--- config.mk ---
export PLATFORM = sky130hd
export DESIGN_NAME = xorexec_host
export DESIGN_NICKNAME = d
export VERILOG_FILES = /design/src/rtl/xorexec_pkg.sv /design/src/rtl/xorexec_host_lfsr8.sv /design/src/rtl/xorexec_host.sv
export SDC_FILE = /design/constraint.sdc
export NUM_CORES = 1
export LEC_CHECK = 0
export CAP_MARGIN = 40
export CORE_MARGIN = 8
export CORE_UTILIZATION = 35
export CTS_CLUSTER_SIZE = 28
export DETAILED_ROUTE_END_ITERATION = 6
export MAX_ROUTING_LAYER = met4
export PLACE_DENSITY_LB_ADDON = 0.15
export SYNTH_ARGS = -nofsm -noshare
export SYNTH_HDL_FRONTEND = slang
export SYNTH_SLANG_ARGS = --single-unit
export TNS_END_PERCENT = 100
--- constraint.sdc ---
create_clock -name clk -period 2.4 [get_ports clk]
set_clock_uncertainty 0.2 [all_clocks]
set_input_delay 0.48 -clock clk [delete_from_list [all_inputs] [get_ports clk]]
set_output_delay 0.48 -clock clk [all_outputs]
set_load 0.005 [all_outputs]
--- src/rtl/xorexec_pkg.sv ---
`default_nettype none
// ============================================================================
// Module      : xorexec_pkg
// Description : Shared types and constants for the xorexec host traffic engine
//               (state encoding, LFSR taps, default seed, LFSR step helper).
// Revision    : 1.0 - initial release
// ============================================================================
package xorexec_pkg;

    // Run-control state encoding
    typedef enum logic [1:0] {
        IDLE = 2'd0,
        RUN  = 2'd1,
        FIN  = 2'd2
    } state_t;

    // Feedback taps at bits 7, 5, 4 and 3
    localparam logic [7:0] c_lfsr_taps    = 8'hB8;

    // A zero seed would lock the LFSR, so it is replaced by this value
    localparam logic [7:0] c_default_seed = 8'h01;

    // One shift step: shift left, feedback into bit 0
    function automatic logic [7:0] lfsr_step(input logic [7:0] v);
        return {v[6:0], ^(v & c_lfsr_taps)};
    endfunction

endpackage
`default_nettype wire

--- src/rtl/xorexec_host_lfsr8.sv ---
`default_nettype none
// ============================================================================
// Module      : lfsr8
// Description : 8-bit Fibonacci LFSR with synchronous load and advance enable.
//               A zero load value is substituted by the default seed.
// Revision    : 1.0 - initial release
// ============================================================================
module lfsr8
    import xorexec_pkg::*;
(
    input  logic       clk,
    input  logic       rst,
    input  logic       i_load,
    input  logic [7:0] i_seed,
    input  logic       i_adv,
    output logic [7:0] o_state
);

    logic [7:0] r_state;

    // Load has priority over advance; reset returns to the default seed
    always_ff @(posedge clk) begin
        if (rst) begin
            r_state <= c_default_seed;
        end else if (i_load) begin
            r_state <= (i_seed == 8'd0) ? c_default_seed : i_seed;
        end else if (i_adv) begin
            r_state <= lfsr_step(r_state);
        end
    end

    assign o_state = r_state;

endmodule
`default_nettype wire

--- src/rtl/xorexec_host.sv ---
`default_nettype none
// ============================================================================
// Module      : xorexec_host
// Description : Host-side traffic engine. Pushes an LFSR byte stream of
//               programmable length into the input FIFO, drains the output
//               FIFO, accumulates XOR signatures/counts on both streams and
//               flags a receive stall timeout.
// Revision    : 1.0 - initial release
// ============================================================================
module xorexec_host
    import xorexec_pkg::*;
#(
    parameter int DWIDTH  = 8,
    parameter int TIMEOUT = 64
)(
    input  logic              clk,
    input  logic              rst,
    input  logic              start,
    input  logic [7:0]        len,
    input  logic [7:0]        seed,
    output logic              ififo_push,
    input  logic              ififo_not_full,
    output logic [DWIDTH-1:0] idata,
    output logic              ofifo_pop,
    input  logic              ofifo_rdy,
    input  logic [DWIDTH-1:0] odata,
    output logic              busy,
    output logic              done,
    output logic              err,
    output logic [7:0]        tx_count,
    output logic [7:0]        rx_count,
    output logic [DWIDTH-1:0] tx_xor,
    output logic [DWIDTH-1:0] rx_xor
);

    localparam int                  c_to_w    = (TIMEOUT > 2) ? $clog2(TIMEOUT) : 1;
    localparam logic [c_to_w-1:0]   c_to_last = c_to_w'(TIMEOUT - 1);

    state_t              r_state;
    logic [7:0]          r_len;
    logic [7:0]          r_tx_count;
    logic [7:0]          r_rx_count;
    logic [DWIDTH-1:0]   r_tx_xor;
    logic [DWIDTH-1:0]   r_rx_xor;
    logic                r_err;
    logic                r_busy;
    logic                r_done;
    logic [c_to_w-1:0]   r_to_cnt;

    logic                w_push;
    logic                w_pop;
    logic                w_load;
    logic [7:0]          w_lfsr;
    logic                w_all_done;

    // FIFO handshakes are combinational so a ready FIFO is serviced every cycle
    assign w_push     = (r_state == RUN) && ififo_not_full && (r_tx_count < r_len);
    assign w_pop      = (r_state == RUN) && ofifo_rdy      && (r_rx_count < r_len);
    assign w_load     = (r_state == IDLE) && start && (len != 8'd0);
    // Completion is judged on registered counts, so FIN trails the last pop
    assign w_all_done = (r_tx_count == r_len) && (r_rx_count == r_len);

    lfsr8 u_lfsr (
        .clk     (clk),
        .rst     (rst),
        .i_load  (w_load),
        .i_seed  (seed),
        .i_adv   (w_push),
        .o_state (w_lfsr)
    );

    // Run control, counters, signatures and stall timer
    always_ff @(posedge clk) begin
        if (rst) begin
            r_state    <= IDLE;
            r_len      <= 8'd0;
            r_tx_count <= 8'd0;
            r_rx_count <= 8'd0;
            r_tx_xor   <= '0;
            r_rx_xor   <= '0;
            r_err      <= 1'b0;
            r_busy     <= 1'b0;
            r_done     <= 1'b0;
            r_to_cnt   <= '0;
        end else begin
            case (r_state)
                IDLE: begin
                    if (start) begin
                        r_len      <= len;
                        r_tx_count <= 8'd0;
                        r_rx_count <= 8'd0;
                        r_tx_xor   <= '0;
                        r_rx_xor   <= '0;
                        r_err      <= 1'b0;
                        r_to_cnt   <= '0;
                        if (len != 8'd0) begin
                            r_state <= RUN;
                            r_busy  <= 1'b1;
                        end else begin
                            r_state <= FIN;
                            r_done  <= 1'b1;
                        end
                    end
                end

                RUN: begin
                    if (w_push) begin
                        r_tx_count <= r_tx_count + 8'd1;
                        r_tx_xor   <= r_tx_xor ^ idata;
                    end
                    if (w_pop) begin
                        r_rx_count <= r_rx_count + 8'd1;
                        r_rx_xor   <= r_rx_xor ^ odata;
                    end

                    if (w_all_done) begin
                        r_state <= FIN;
                        r_busy  <= 1'b0;
                        r_done  <= 1'b1;
                    end else if (w_pop) begin
                        r_to_cnt <= '0;
                    end else if (r_rx_count < r_len) begin
                        if (r_to_cnt == c_to_last) begin
                            r_err   <= 1'b1;
                            r_state <= FIN;
                            r_busy  <= 1'b0;
                            r_done  <= 1'b1;
                        end else begin
                            r_to_cnt <= r_to_cnt + 1'b1;
                        end
                    end
                end

                FIN: begin
                    r_done  <= 1'b0;
                    r_state <= IDLE;
                end

                default: begin
                    r_state <= IDLE;
                    r_busy  <= 1'b0;
                    r_done  <= 1'b0;
                end
            endcase
        end
    end

    assign ififo_push = w_push;
    assign ofifo_pop  = w_pop;
    assign idata      = DWIDTH'(w_lfsr);
    assign busy       = r_busy;
    assign done       = r_done;
    assign err        = r_err;
    assign tx_count   = r_tx_count;
    assign rx_count   = r_rx_count;
    assign tx_xor     = r_tx_xor;
    assign rx_xor     = r_rx_xor;

endmodule
`default_nettype wire

* Yosys cells after proc, flatten, opt, wreduce, memory -nomap -nowiden
Cells that the tools add are included.
Storage, ports and cells: flip-flop bits (word level) 59, input bits 29, output and inout port bits 45, logic and storage cells 101
Operators by class: $add $sub $neg 3, magnitude comparators 2, equality and inequality tests 19, multiplexer cells 42, bitwise gates (word level) 3, reduce and logical (&&, ||, !) cells 21
Operators with widths (number):
- 8-bit 2-to-1 mux | 8
- 8-bit case mux with 2 select lines | 4
- 6-bit 2-to-1 mux | 5
- 8-bit by 1-bit adder with 8-bit output (second input constant) | 2
- 8-bit equality test | 2
- 8-bit less-than comparator | 2
- 8-bit bitwise XOR | 2
- 1-bit 2-to-1 mux | 14
- 2-bit 2-to-1 mux | 6
- 2-bit inequality test (second input constant) | 6
- 6-bit case mux with 2 select lines | 1
- 6-bit AND reduction | 2
- 5-bit AND reduction | 2
- 3-bit by 2-bit inequality test with 1-bit output (second input constant) | 3
- 8-bit logical NOT | 1
- 8-bit nonzero test | 1
- 8-bit XOR reduction | 1
- 1-bit logical AND | 7
- 6-bit by 1-bit adder with 6-bit output (second input constant) | 1
- 6-bit equality test (second input constant) | 1
- 2-bit by 1-bit inequality test with 1-bit output (second input constant) | 3
- 3-bit inequality test (second input constant) | 2
- 3-bit AND reduction | 2
- 1-bit case mux with 2 select lines | 2
- 9 further kinds | 10

* Longest topological paths before layout
Gate-level depths: netlist of the first run.
word-level depth 6, depth in mapped cells 9, depth with buffers taken out 8

* Cells and area by module
Synthesis of the first run repeated with hierarchy kept, for this count alone.
Unflattened totals: cells, all modules 368, area, all modules 3101.7 um2
By module, submodules not included:
- xorexec_host | instances 1, cells an instance 324, area an instance 2661.3 um2
- lfsr8 | instances 1, cells an instance 44, area an instance 440.4 um2

* Worst setup path before layout of the first run
OpenSTA, ideal clock, no wires.
path type register -> register, start register r_tx_count[1] (netlist: tx_count[1]), end register u_lfsr.r_state[0] (netlist: u_lfsr.o_state[0]), arrival time 2004 ps, data required time 2080 ps, setup slack 76 ps, cell stages (with the launch flop) 8, path buffers 0, path through dfxtp_1 > ha_1 > nor2b_1 > o211a_1 > o21ai_0 > nor3b_1 > mux2_2 > a211o_1
Between the ends: cells in the longest elaborated chain, start to end 3
Ends and longest elaborated chain:
- from (decl) | line xorexec_host.sv:41 | logic [7:0] r_tx_count;
- from (signal assigned) | line xorexec_host.sv:108 | r_tx_count <= r_tx_count + 8'd1;
- 8-bit less-than comparator | line xorexec_host.sv:57 | assign w_push = (r_state == RUN) && ififo_not_full && (r_tx_count < r_len);
- 1-bit logical AND | line xorexec_host.sv:57
- 2-bit nonzero test (no source line)
- to (signal assigned) | line xorexec_host_lfsr8.sv:24 | r_state <= c_default_seed;
- to (signal assigned) | line xorexec_host_lfsr8.sv:26 | r_state <= (i_seed == 8'd0) ? c_default_seed : i_seed;
- to (signal assigned) | line xorexec_host_lfsr8.sv:28 | r_state <= lfsr_step(r_state);
- to (decl) | line xorexec_host_lfsr8.sv:19 | logic [7:0] r_state;
No other way between the ends. A chain may end at the register's enable or synchronous reset.

* Final worst setup path of the first run
start register r_len[1], end output port ififo_push
Between the ends: cells in the longest elaborated chain, start to end 2
Ends and longest elaborated chain:
- from (decl) | line xorexec_host.sv:40 | logic [7:0] r_len;
- from (signal assigned) | line xorexec_host.sv:89 | r_len <= len;
- 8-bit less-than comparator | line xorexec_host.sv:57
- 1-bit logical AND | line xorexec_host.sv:57
- to (decl) | line xorexec_host.sv:21 | output logic ififo_push,
No other way between the ends.

==> run_results.csv, run 1 <==
group,metric,value,unit
status,outcome,"finished, violations left",
status,failed_checks,"negative setup slack",
routing,post-route-drc-count,0,
synthesis,netlist_top_cells_area,"dfxtp_1, ha_1, a21oi_1",
floorplanning,floorplan.initialDensity,0.355,
power,worst_ir_drop_vdd,0.000409,V
sta,slew-limit-headroom,0.747,
synthesis,synth_edf_count,0,
layout,antenna_cells,0,
synthesis,synth.top_cell.area_share,0.387,
setup_path,worst_setup_path_end_kind,"output pin",
synthesis,synth.top_cells.by_count,"dfxtp_1, a21oi_1, nand2_1",
clock_tree,cts-buffers-inserted,9,
routing,postRouteAntennaNets,0,
routing,finalWirelength,9440,um
floorplanning,num_rows,34,
setup_path,startpoint,"r_len[1]",
sta,final_critical_path_setup_slack,-115,ps
setup_path,critical_path_peak_fanout,2,
power,power,2.97,mW
setup_path,required,1720,ps
synthesis,synthDistinctLibCells,50,
floorplanning,core-area,8590,sq um
synthesis,synth-seq-cells,59,
sta,final_total_negative_setup_slack,-256,ps
routing,via_cell_ratio,5.10,
run,max_cap_violation_count,0,
synthesis,synth_most_common_cell,"dfxtp_1",
routing,routed_wire_length_per_instance,15.5,um
global_routing,grt_first_pass_wirelength,14900,um
floorplanning,design.die.area,12000,sq um
clock_tree,clock_tree.htree_level_count,3,
sta,report.final.slew_viol_count,0,
layout,stdcell_count,609,
setup_path,timing.critical_path.arrival,1830,ps
synthesis,synth-async-reset-ratio,0,
layout,finish.net_count,544,
floorplanning,design.portCount,74,
place,pre_cts_ws,-408,ps
sta,fmax,398,MHz
synthesis,yosys.area_share.adder,0.0779,
sta,timing.final.setup_violations,4,
place,hpwl,6620,um
sta,timing.final.crit_period,2510,ps
power,p_leak,1.90,nW
setup_path,path_delay_family,"compound AO/OA/AOI/OAI gates",
setup_path,worst_setup_path_start_kind,"flop",
routing,first_pass_iteration_count_of_the_detailed_router,4,
synthesis,ys_dominant_reg_cell,"dfxtp_1",
routing,detailedRoute.firstIterationViolations,115,
synthesis,synth_fp_nets,411,
global_routing,maximum_number_of_pins_on_one_net_before_global_route_repair,32,
place,place_inst,583,
global_routing,grt_overflow,0,
synthesis,post_synth_xor_xnor_area,0.0516,
setup_path,crit_path_cell_trace,"inv_2, ha_4, nor2b_4, o211a_1, o21ai_1, nor3b_2, buf_4, buf_6",
global_routing,track_usage,0.163,
synthesis,synthesis.area,3050,sq um
power,power_density,615,nW/um^2
synthesis,ys_seq_area_frac,0.387,
setup_path,crit_type,"flop to output pin",
clock_tree,maximum_root_to_sink_buffer_count,2,
hold_path,timing.hold.worst.start,"r_len[6]",
clock_tree,cts_hold_repair_buffers,0,
place,placed_cell_area,4280,sq um
setup_path,cpMaxStageDelayCell,"dfxtp_2",
floorplanning,die_height,109,um
synthesis,area_fraction_in_compound_gates_after_synthesis,0.204,
sta,rsz0062_at_grt,"yes",
clock_tree,cts.reportedPaths.clkPinSlew,60,ps
global_routing,number_of_global_route_vias_before_repair,3114,
global_routing,grt_antenna_before_repair,0,
synthesis,synth_warnings,0,
layout,drive_above_1_share,0.238,
synthesis,syn-mean-instance-area,8.41,sq um
routing,routed-via-count,3104,
synthesis,synth_top_family_by_area,"simple AND/OR/NAND/NOR gates",
synthesis,synthSimpleGateAreaFrac,0.210,
setup_path,origin_of_the_critical_flop_to_flop_path,"r_len[1]",
synthesis,postSynthCellCount,363,
sta,finalCritPeriodShare,1.05,
synthesis,synth_top_area_cell,"dfxtp_1",
place,place.port_buffers,73,
synthesis,synth.mux.area_fraction,0.0234,
hold_path,holdCritPathClass,"flop to flop",
clock_tree,tritoncts,"done",
sta,timing_hold_violations_final,0,
layout,layout_overhead_on_the_synthesized_area,58.3,%
sta,worstMarginPinSlew,379,ps
clock_tree,clk_root_buffer_cell,"clkbuf_8",
clock_tree,worstSkewPairLatency,340,ps
place,place_congestion,0.844,
floorplanning,die_w,109,um
setup_path,critPathBufInv,3,
clock_tree,numClockSinks,59,
layout,final_area,4830,sq um
setup_path,largest_stage_delay_on_the_critical_path,330,ps
## area by class of cell
cell class,instances,area (sq um)
tap,108,135
multi-input combinational,267,1950
sequential,59,1190
fill,784,3760
timing repair buffer,134,1230
clock inverter,5,100
inverter,25,93.8
clock buffer,11,141
## registers in the layout (all words and copies together), names as in the netlist
name and count:
rx_xor 8, r_len 8, r_to_cnt 6, r_state 2, done 1, tx_count 8
busy 1, err 1, u_lfsr.o_state 8, tx_xor 8, rx_count 8
## placed cells by master (no fill, tap or decap), types with 5 or more instances in the layout
cell / instances
xor2_1: 13
ha_1: 14
ha_4: 5
nor2_1: 32
mux2i_1: 6
nand4_1: 5
xnor2_1: 5
buf_4: 57
clkbuf_8: 10
a21oi_2: 8
dfxtp_1: 55
nand3_1: 10
inv_1: 22
or3_1: 7
nand2_1: 34
a211oi_1: 7
nor3_1: 5
a21oi_1: 26
clkdlybuf4s50_1: 71
o21ai_0: 24
## kinds of logic after synthesis
kind of cell               after synthesis
AOI/OAI and AO/OA                       99
xor gates and xnor gates                18
adders and majority gates               19
buffers and inverters                   37
DFF                                     59
muxes                                    7
and+or+nand+nor                        124
## tightest hold or removal path, delay by kind of cell (launching register included)
family	cells	cell delay, ps
and+or+nand+nor	1	50
AOI/OAI and AO/OA	1	50
DFF	1	310
## repair_timing
item,in CTS,in global routing
buffers inserted,6,3
pin swaps,11,21
endpoints found under the setup margin,13,35
resized for setup,27,25
cloned,0,1
## stage by stage
stage / util / hold slack (ps)
after floorplan: - / 236
after global placement: 0.498 / 245
after detailed placement: 0.498 / 249
after CTS: 0.542 / 257
after global routing: 0.562 / 272
final: 0.562 / 255
## per-layer routing
layer | GRT usage | part of all wire
met1 | 0.193 | 0.45
met2 | 0.253 | 0.46
met3 | 0.0528 | 0.059
met4 | 0.0598 | 0.025
met5 | - | 0
## worst paths after layout
kind	end	slack (ps)	cells past startpoint
min reg2reg	r_len[6]	260	2
max reg2reg	u_lfsr.o_state[0]	-80	10
max	ififo_push	-110	8
min	r_len[6]	260	2
## power by group
group	internal (mW)	total, mW	switching (mW)
registers	1.04	1.10	0.0541
clock network	0.715	1.11	0.399
logic	0.412	0.763	0.351
(Power assumes the default switching activity.)
==> run 2, diff against run 1 <==
ABC_AREA = 1   (was unset)
==> run_results.csv, run 2 <==
group,metric,value,unit
status,outcome,"complete, no violations",
sta,timing.final.crit_period,2230,ps
sta,fmax,448,MHz
clock_tree,clock_tree.htree_level_count,3,
place,place.port_buffers,73,
sta,slew-limit-headroom,0.780,
sta,final_critical_path_setup_slack,167,ps
clock_tree,cts-buffers-inserted,9,
routing,postRouteAntennaNets,0,
floorplanning,die_w,112,um
hold_path,timing.hold.worst.start,"done",
synthesis,syn-mean-instance-area,7.47,sq um
layout,mostFrequentLayoutCell,"nand2_1",
synthesis,synth-seq-cells,59,
synthesis,synthesis.area,3230,sq um
global_routing,groute.layer.met1.usage,0.178,
routing,detailedRoute.firstIterationViolations,142,
clock_tree,worstSkewPairLatency,340,ps
sta,timing.final.setup_violations,0,
setup_path,crit_type,"flop to output pin",
clock_tree,cts.reportedPaths.clkPinSlew,70,ps
global_routing,grt_antenna_before_repair,0,
layout,final_area,4610,sq um
setup_path,critical_path_peak_fanout,3,
routing,first_pass_iteration_count_of_the_detailed_router,4,
synthesis,synth_edf_count,0,
power,worst_ir_drop_vdd,0.000403,V
place,hpwl,6790,um
run,max_cap_violation_count,0,
layout,finish.net_count,586,
setup_path,timing.critical_path.arrival,1550,ps
global_routing,gr-usage-met2,0.245,
power,power_density,606,nW/um^2
layout,drive_above_1_share,0.199,
synthesis,synth_fp_nets,480,
global_routing,top_usage_layer,"met2",
global_routing,grt_overflow,0,
sta,hold_slack,258,ps
synthesis,synth_warnings,0,
sta,rsz0062_at_grt,"no",
clock_tree,cts_hold_repair_buffers,0,
synthesis,synth-async-reset-ratio,0,
synthesis,netlist_top_cells_area,"dfxtp_1, nand2_1, a21oi_1",
synthesis,synth_most_common_cell,"nand2_1",
routing,finalWirelength,9140,um
routing,via_cell_ratio,4.84,
place,place_congestion,0.796,
synthesis,synth_top_area_cell,"dfxtp_1",
synthesis,ys_seq_area_frac,0.366,
setup_path,timing.critical_path.mode_cell,"inv_2",
place,pre_cts_ws,-166,ps
setup_path,largest_stage_delay_on_the_critical_path,330,ps
global_routing,track_usage,0.149,
synthesis,synth.top_cell.area_share,0.366,
setup_path,required,1720,ps
global_routing,grt_first_pass_wirelength,14900,um
layout,top_library_cells_by_usage_in_the_layout_fill_and_taps_aside,"nand2_1, clkdlybuf4s50_1, dfxtp_1",
routing,post-route-drc-count,0,
synthesis,postSynthCellCount,432,
sta,report.final.slew_viol_count,0,
layout,finalCoreUtilization,0.506,
hold_path,whs_endpoint,"done",
floorplanning,design.portCount,74,
sta,timing_hold_violations_final,0,
synthesis,synthDistinctLibCells,42,
global_routing,number_of_global_route_vias_before_repair,3108,
setup_path,reg2reg_setup_slack,270,ps
clock_tree,tritoncts,"done",
floorplanning,core-area,9110,sq um
layout,layout_overhead_on_the_synthesized_area,42.8,%
clock_tree,maximum_root_to_sink_buffer_count,2,
routing,routed_wire_length_per_instance,14.0,um
setup_path,worst_setup_path_start_kind,"flop",
layout,antenna_cells,0,
setup_path,timing.reg2reg.worst_path_depth,14,
synthesis,synth.top_cells.by_count,"nand2_1, dfxtp_1, a21oi_1",
setup_path,crit_path_cell_trace,"inv_2, ha_4, nand2_1, nor2_4, nand2_2, nand3_4, inv_2, buf_2",
setup_path,cpMaxStageDelayCell,"dfxtp_1",
floorplanning,floorplan.initialDensity,0.354,
setup_path,origin_of_the_critical_flop_to_flop_path,"r_len[5]",
setup_path,critPathBufInv,3,
clock_tree,clk_root_buffer_cell,"clkbuf_8",
clock_tree,numClockSinks,59,
setup_path,path_delay_family,"simple AND/OR/NAND/NOR gates",
global_routing,gr-usage-met3,0.0424,
floorplanning,design.die.area,12500,sq um
sta,finalCritPeriodShare,0.930,
synthesis,ys_dominant_reg_cell,"dfxtp_1",
floorplanning,num_rows,35,
routing,routed-via-count,3163,
setup_path,worst_r2r_endpoint,"r_to_cnt[0]",
global_routing,maximum_number_of_pins_on_one_net_before_global_route_repair,29,
place,placed_cell_area,4250,sq um
sta,worstMarginPinSlew,329,ps
hold_path,holdCritPathClass,"flop to flop",
floorplanning,die_height,112,um
power,p_leak,1.87,nW
hold_path,min_delay_path_depth,2,
setup_path,worst_setup_path_end_kind,"output pin",
==> run 2: cell count changes after synthesis, sizes merged, moves of 8 or more <==
cell,before,now
nor2,34,52
inv,25,40
a21oi,34,50
or3,10,0
buf,1,9
nand2,34,97
clkbuf,11,3
nand3b,2,11
o21ai,27,16
nand3,10,34
==> run 2: power by group <==
part / total (mW) / switching [mW] / internal [mW]
sequential: 1.13 / 0.0720 / 1.06
clock: 0.907 / 0.428 / 0.479
combinational: 0.753 / 0.396 / 0.357
total: 2.79 / 0.896 / 1.90
==> run 2: tightest hold or removal path: stages (launching register included) <==
cell     delay (ps)
dfxtp_1         310
inv_1            50
a21oi_1          60
==> run 2: timing repair <==
| item | CTS | global route |
|---|---|---|
| gates resized for setup | 22 | 16 |
| pin swaps | 5 | 5 |
| setup buffers | 2 | 2 |
| endpoints found under the setup margin | 2 | 2 |
==> run 2: metrics by stage <==
stage	cells	power (mW)	setup TNS, ps
2_1_floorplan	432	1.57	0
3_3_place_gp	634	1.84	-347
3_5_place_dp	634	1.86	-323
4_1_cts	652	2.79	0
5_1_grt	654	2.96	0
6_report	654	2.79	0
==> run 2: worst max path at each step <==
stage / startpoint / to / slack [ps] / depth (start not counted)
detailed placement: ififo_not_full / ififo_push / -170 / 6
floorplan: rx_count[7] / ofifo_pop / 510 / 5
global placement: ififo_not_full / ififo_push / -180 / 6
global route: r_len[2] / ofifo_pop / 60 / 10
finish: r_len[5] / ofifo_pop / 170 / 8
CTS: r_len[1] / ififo_push / 10 / 8
==> run 2: cells by family after synthesis <==
kind of cell,Yosys count,synth area share
and+or+nand+nor,220,0.342
AOI/OAI and AO/OA,72,0.117
DFF,59,0.366
buffers and inverters,52,0.0737
adders and majority gates,19,0.0737
xor gates and xnor gates,9,0.0244
muxes,1,0.00310
==> run 2: routing by layer <==
metal	part of all wire	up-vias
li1	-	1650
met3	0.042	4
met1	0.47	1445
met4	0.0049	0
met5	0	-
met2	0.48	64
==> run 2: layout make-up <==
class                           instances  area, sq um
Inverter                               40          153
Fill cell                             913         4500
Clock inverter                          6         66.3
Multi-Input combinational cell        321         1950
Clock buffer                           10          128
Tap cell                              111          139
Timing Repair Buffer                  107          988
Sequential cell                        59         1180
==> run 3, diff against run 2 <==
CTS_CLUSTER_DIAMETER = 30   (was unset)
SLEW_MARGIN = 20   (was unset)
==> results of run 3 <==
Same layout as run 2: the final DEF is identical, and so are final timing and power.
